`src/rtl/cpu_pkg.sv`:
```
// cpu_pkg: opcode/state types and the accumulator ALU
// shared by the multi-cycle CPU core and its PC unit.
package cpu_pkg;

  localparam int OPC_W = 3;
  localparam int ALU_W = 64;

  typedef enum logic [OPC_W-1:0] {
    OP_HLT = 3'd0,
    OP_SKZ = 3'd1,
    OP_ADD = 3'd2,
    OP_AND = 3'd3,
    OP_XOR = 3'd4,
    OP_LDA = 3'd5,
    OP_STO = 3'd6,
    OP_JMP = 3'd7
  } opcode_e;

  typedef enum logic [2:0] {
    HALT   = 3'd0,
    FETCH  = 3'd1,
    DECODE = 3'd2,
    READ   = 3'd3,
    WRITE  = 3'd4
  } state_e;

  // Operands are zero-extended to ALU_W; callers keep the
  // low DATA_W bits, so ADD wraps and the carry is lost.
  function automatic logic [ALU_W-1:0] alu_op(
    input opcode_e          op,
    input logic [ALU_W-1:0] acc,
    input logic [ALU_W-1:0] rdata
  );
    logic [ALU_W-1:0] r;
    unique case (op)
      OP_ADD:  r = acc + rdata;
      OP_AND:  r = acc & rdata;
      OP_XOR:  r = acc ^ rdata;
      default: r = rdata;
    endcase
    return r;
  endfunction

endpackage

```
`src/rtl/cpu_pc.sv`:
```
// cpu_pc: program counter register with load/increment.
// load wins over inc; increment wraps mod 2^ADDR_W.
module cpu_pc #(
  parameter int                ADDR_W   = 5,
  parameter logic [ADDR_W-1:0] RESET_PC = '0
) (
  input  logic              clk,
  input  logic              rst,
  input  logic              load,
  input  logic              inc,
  input  logic [ADDR_W-1:0] din,
  output logic [ADDR_W-1:0] pc
);

  always_ff @(posedge clk or negedge rst) begin
    if (!rst) begin
      pc <= RESET_PC;
    end else if (load) begin
      pc <= din;
    end else if (inc) begin
      pc <= pc + ADDR_W'(1);
    end
  end

endmodule

```
`src/rtl/mc_cpu_core.sv`:
```
// mc_cpu_core: multi-cycle accumulator CPU, req/ack memory port.
// Define CPU_RETIRE_CNT_EN to add the retire_cnt output.
module mc_cpu_core
  import cpu_pkg::*;
#(
  parameter int                ADDR_W   = 5,
  parameter int                DATA_W   = 8,
  parameter logic [ADDR_W-1:0] RESET_PC = '0
) (
  input  logic              clk,
  input  logic              rst,
  input  logic              start,
  output logic              mem_req,
  output logic              mem_we,
  output logic [ADDR_W-1:0] mem_addr,
  output logic [DATA_W-1:0] mem_wdata,
  input  logic [DATA_W-1:0] mem_rdata,
  input  logic              mem_ack,
  output logic              halted,
  output logic [ADDR_W-1:0] pc_out,
  output logic [DATA_W-1:0] acc_out,
`ifdef CPU_RETIRE_CNT_EN
  output logic [31:0]       retire_cnt,
`endif
  output logic              zero
);

  if (DATA_W < OPC_W + ADDR_W) begin : g_width_chk
    $error("mc_cpu_core: DATA_W must be >= 3 + ADDR_W");
  end

  state_e            state_q;
  state_e            state_d;
  logic [DATA_W-1:0] ir_q;
  logic [DATA_W-1:0] acc_q;
  logic [ADDR_W-1:0] pc;
  logic [ADDR_W-1:0] pc_nxt;
  logic [ADDR_W-1:0] operand;
  opcode_e           opc;
  logic              xfer;
  logic              acc_zero;
  logic              pc_load;
  logic              pc_inc;
  logic              req_d;
  logic              we_d;
  logic [ADDR_W-1:0] addr_d;
  logic [DATA_W-1:0] wdata_d;
  logic [ALU_W-1:0]  alu_wide;
  logic              unused_alu;

  assign opc      = opcode_e'(ir_q[DATA_W-1 -: OPC_W]);
  assign operand  = ir_q[ADDR_W-1:0];
  assign xfer     = mem_req & mem_ack;
  assign acc_zero = (acc_q == '0);

  assign alu_wide = alu_op(opc, ALU_W'(acc_q),
                           ALU_W'(mem_rdata));
  assign unused_alu = ^alu_wide[ALU_W-1:DATA_W];

  if (DATA_W > OPC_W + ADDR_W) begin : g_mid
    logic unused_mid;
    assign unused_mid = ^ir_q[DATA_W-OPC_W-1:ADDR_W];
  end

  cpu_pc #(
    .ADDR_W   (ADDR_W),
    .RESET_PC (RESET_PC)
  ) u_pc (
    .clk  (clk),
    .rst  (rst),
    .load (pc_load),
    .inc  (pc_inc),
    .din  (operand),
    .pc   (pc)
  );

  always_ff @(posedge clk or negedge rst) begin
    if (!rst) begin
      state_q <= HALT;
    end else begin
      state_q <= state_d;
    end
  end

  always_comb begin
    state_d = state_q;
    unique case (state_q)
      HALT: begin
        if (start) state_d = FETCH;
      end
      FETCH: begin
        if (xfer) state_d = DECODE;
      end
      DECODE: begin
        unique case (opc)
          OP_HLT:         state_d = HALT;
          OP_SKZ, OP_JMP: state_d = FETCH;
          OP_STO:         state_d = WRITE;
          default:        state_d = READ;
        endcase
      end
      READ, WRITE: begin
        if (xfer) state_d = FETCH;
      end
      default: state_d = HALT;
    endcase
  end

  // Memory outputs are precomputed from state_d so they
  // are registered and stable for the whole request.
  always_comb begin
    pc_inc  = 1'b0;
    pc_load = 1'b0;
    unique case (state_q)
      FETCH: pc_inc = xfer;
      DECODE: begin
        pc_inc  = (opc == OP_SKZ) && acc_zero;
        pc_load = (opc == OP_JMP);
      end
      default: ;
    endcase

    pc_nxt = pc;
    unique case (1'b1)
      pc_load: pc_nxt = operand;
      pc_inc:  pc_nxt = pc + ADDR_W'(1);
      default: ;
    endcase

    req_d = 1'b0;
    if (state_d inside {FETCH, READ, WRITE}) begin
      req_d = !xfer;
    end
    we_d = (state_d == WRITE);

    addr_d = mem_addr;
    unique case (state_d)
      FETCH:       addr_d = pc_nxt;
      READ, WRITE: addr_d = operand;
      default: ;
    endcase

    wdata_d = (state_d == WRITE) ? acc_q : mem_wdata;
  end

  always_ff @(posedge clk or negedge rst) begin
    if (!rst) begin
      mem_req   <= 1'b0;
      mem_we    <= 1'b0;
      mem_addr  <= '0;
      mem_wdata <= '0;
    end else begin
      mem_req   <= req_d;
      mem_we    <= we_d;
      mem_addr  <= addr_d;
      mem_wdata <= wdata_d;
    end
  end

  always_ff @(posedge clk or negedge rst) begin
    if (!rst) begin
      ir_q  <= '0;
      acc_q <= '0;
    end else begin
      if ((state_q == FETCH) && xfer) begin
        ir_q <= mem_rdata;
      end
      if ((state_q == READ) && xfer) begin
        acc_q <= alu_wide[DATA_W-1:0];
      end
    end
  end

`ifdef CPU_RETIRE_CNT_EN
  logic dec_ret;
  logic mem_ret;

  assign dec_ret = (state_q == DECODE) &&
                   (opc inside {OP_HLT, OP_SKZ, OP_JMP});
  assign mem_ret = ((state_q == READ) ||
                    (state_q == WRITE)) && xfer;

  always_ff @(posedge clk or negedge rst) begin
    if (!rst) begin
      retire_cnt <= '0;
    end else if (dec_ret || mem_ret) begin
      retire_cnt <= retire_cnt + 32'd1;
    end
  end
`endif

  assign halted  = (state_q == HALT);
  assign pc_out  = pc;
  assign acc_out = acc_q;
  assign zero    = acc_zero;

endmodule
```
`config.mk`:
```
export PLATFORM = sky130hd
export DESIGN_NAME = mc_cpu_core
export DESIGN_NICKNAME = d
export VERILOG_FILES = /design/src/rtl/cpu_pkg.sv /design/src/rtl/cpu_pc.sv /design/src/rtl/mc_cpu_core.sv
export SDC_FILE = /design/constraint.sdc
export NUM_CORES = 1
export LEC_CHECK = 0
export CAP_MARGIN = 20
export CORE_MARGIN = 1
export CORE_UTILIZATION = 45
export DETAILED_ROUTE_END_ITERATION = 6
export MAX_ROUTING_LAYER = met4
export PLACE_DENSITY = 0.79
export REMOVE_ABC_BUFFERS = 1
export SYNTH_ARGS = -nofsm -noshare
export SYNTH_HDL_FRONTEND = slang
export SYNTH_SLANG_ARGS = --single-unit
export TNS_END_PERCENT = 30
```
`constraint.sdc`:
```
create_clock -name clk -period 2.43 [get_ports clk]
set_input_delay 0.486 -clock clk [delete_from_list [all_inputs] [get_ports clk]]
set_output_delay 0.486 -clock clk [all_outputs]
set_load 0.05 [all_outputs]
```
==> impl_metrics.toml <==
[clock_tree]
clk_pin_slew_ns = 0.08
h-tree-depth = 2
clk_latency_ns = 0.29
tritoncts_num_sinks = 39
cts_hold_buf = 0
cts_tree = "done"
clockBufferDepth = 2
cts-root-buf = "clkbuf_8"
cts_buffers = 5

[critical_path]
crit_type = "in -> reg"
crit_cells = 7
critPathArrivalTime_ns = 2.62
end_kind = "flop"
path_cells = "clkdlybuf4s50_1 -> fa_2 -> a21o_1 -> a221o_1 -> mux2_2 -> a2111oi_4 -> a21o_1"
crit_buf_inv = 1
startpoint_type = "input pin"
max_stage_delay_ns = 0.47
cp_common_cell = "a21o_1"
worstPathMaxFanout = 2
cpMaxStageDelayCell = "clkdlybuf4s50_1"
critPathRequiredTime_ns = 2.66
r2r_slack_ns = 0.06
critPathTopFamily = "compound AO/OA/AOI/OAI gates"
crit-reg2reg-launch = "acc_out[0]"
rr_endpoint = "acc_out[6]"
reg2regPathDepth = 8

[route]
wl_um = 6060
ant_nets = 0
wl_per_cell_um = 14.9
via_count = 2337
drtPass1Iterations = 4
drt-initial-drc-count = 155
drc_errors = 0
viasPerCell = 5.73

[synth]
ys_types = 52
ys_seq_area_share_pct = 40.4
syn_inst = 264
synth_area_um2 = 2410
avgSynthCellArea_um2 = 9.15
ys.flop_type = "dfrtp_1"
async_reset_ff_share_pct = 100
synth-edff-count = 0
ys_ff_latch = 39
ys_warn_count = 0

[power]
seqPwrFrac_pct = 24.2
powerDensity_nw_per_um2 = 1390
ir_drop_mv = 0.784
p_sw_mw = 2.17
power.leakage_nw = 1.51
pwr-share-clk_pct = 9.8
p_sw_share_pct = 48.1
combPwrFrac_pct = 66.0
internal-power_mw = 2.35

[floorplan]
dieArea_um2 = 5660
io_pins = 42
die_w_um = 75.3
start_util_pct = 47.0
die_h_um = 75.3
num_rows = 26
coreArea_um2 = 5140

[placement]
hpwl_um = 4560
place_inst = 398
gp_congestion = 0.932
portBuffers = 41
place_ws_ns = -0.603

[min_path]
hp-class = "in -> async"

[final_layout]
final_nets = 360
final_common_cell = "nand2_1"
n_antenna_cell = 0
area_delta_synth_final_pct = 35.0
multiInputGateArea_um2 = 1360
final_cell_mix = "49 x nand2_1, 40 x buf_4, 39 x dfrtp_1, 38 x clkdlybuf4s50_1, 13 x o21ai_0"
drive_gt1_share_pct = 20.1
seq_area_um2 = 976
fill_cells = 466
finalNonFillerCells = 408

[timing]
final-hold-violation-count = 0
fin_hold_ws_ns = 0.303
clock-skew-final_ns = 0.00766
rsz0062_at_grt = "true"
relSlewSlack_pct = 42.1
slew_viol_final = 0
fin_ws_ns = 0.0422
fmax_ghz = 0.419
min_period_ns = 2.39
fin_crit_sh_pct = 98.3
worst_pin_slew_ns = 0.869
setup_viol = 0

[global_route]
grt_pass1_wl_um = 9960
first_global_vias = 2174
grt-ovfl-total = 0
grt_max_degree = 40
grt_usage_pct = 24.4
antenna_found_initial = 0

[status]
status = "finished clean"

[run]
maxCapViolations = 0
kinds of logic (layout without fill, tap and decap cells):
| logic type | count (synthesis) | in the layout | share of synthesized area, % |
|---|---|---|---|
| xor+xnor | 5 | 5 | 1.81 |
| flops | 39 | 39 | 40.4 |
| simple gates | 108 | 108 | 22.2 |
| mux | 12 | 12 | 5.44 |
| compound gates | 68 | 68 | 20.5 |
| fa+ha+maj | 10 | 10 | 5.49 |
| buf+inv | 22 | 96 | 4.14 |
sequential cells by signal, indices dropped and copies added, names as in the netlist:
name and cells:
acc_out 8, ir_q 8, mem_addr 5, mem_req 1, mem_wdata 8, mem_we 1
state_q 3, u_pc.pc 5
metal layers:
layer  wire [um]  global-route usage, %
met3         307                   4.69
met4         138                   9.67
met1        2610                   28.8
met5           0                      -
met2        3010                   40.9
metrics by stage:
stage                     utilization (%)  setup TNS (ns)  total power, mW  instance area (um2)
final                                63.4               0             4.52                 3260
after global routing                 63.4         -0.0424             4.85                 3260
after CTS                            62.7         -0.0140             4.49                 3220
after detailed placement             60.8          -0.902             4.02                 3130
after global placement               60.8          -0.773             3.95                 3130
after floorplan                         -          -0.484             2.96                 2340
cell usage after synthesis, types with 2 or more instances:
| cell type | n | area share [%] |
|---|---|---|
| a2111oi_0 | 2 | 0.73 |
| a211o_1 | 4 | 1.5 |
| a21o_1 | 7 | 2.2 |
| a21oi_1 | 9 | 1.9 |
| a221o_1 | 2 | 0.83 |
| a221oi_1 | 5 | 1.8 |
| a22o_1 | 7 | 2.5 |
| and2_1 | 7 | 1.8 |
| and3_1 | 3 | 0.78 |
| clkbuf_1 | 11 | 1.7 |
| dfrtp_1 | 39 | 40 |
| ha_1 | 9 | 4.7 |
| inv_1 | 8 | 1.2 |
| mux2_2 | 9 | 4.2 |
| mux2i_1 | 3 | 1.2 |
| nand2_1 | 49 | 7.6 |
| nand2b_1 | 2 | 0.52 |
| nand3_1 | 8 | 1.7 |
| nand4_1 | 2 | 0.52 |
| nand4b_1 | 2 | 0.73 |
| nor2_1 | 11 | 1.7 |
| nor2b_1 | 3 | 0.78 |
| nor3_1 | 7 | 1.5 |
| nor3b_1 | 2 | 0.62 |
| o2111ai_1 | 3 | 1.1 |
| o211ai_1 | 4 | 1.2 |
| o21ai_0 | 13 | 2.7 |
| or3_1 | 4 | 1.0 |
| or4_4 | 3 | 1.4 |
| xnor2_1 | 2 | 0.73 |
| xor2_1 | 3 | 1.1 |
worst max-delay path by stage:
stage	slack, ns	from	end
5_1_grt	-0.02	acc_out[0]	acc_out[6]
3_3_place_gp	-0.52	mem_rdata[0]	acc_out[6]
2_1_floorplan	-0.20	acc_out[4]	mem_addr[4]
3_5_place_dp	-0.60	mem_rdata[0]	acc_out[6]
4_1_cts	-0.01	acc_out[0]	mem_addr[4]
6_report	0.04	mem_rdata[1]	acc_out[6]
power groups by stage:
stage / combinational, mW / sequential, mW / clock [mW]
2_1_floorplan: 1.15 / 1.80 / 0
3_3_place_gp: 2.86 / 1.09 / 0
3_5_place_dp: 2.91 / 1.11 / 0
4_1_cts: 2.93 / 1.10 / 0.457
5_1_grt: 3.24 / 1.13 / 0.482
6_report: 2.98 / 1.10 / 0.443
timing repair:
| action | in CTS | in global routing |
|---|---|---|
| endpoints found under the setup margin | 2 | 3 |
| setup buffers | 0 | 3 |
| gates resized for setup | 5 | 2 |
| pin swaps | 0 | 4 |
cell type report:
type | count | area share [%]
timing repair buffer | 81 | 21.9
multi-input combinational | 203 | 41.8
clock inverter | 1 | 0.154
tap | 70 | 2.69
inverter | 8 | 0.921
sequential | 39 | 29.9
clock buffer | 6 | 2.53
Note: power is estimated with default switching activity, not from simulation.
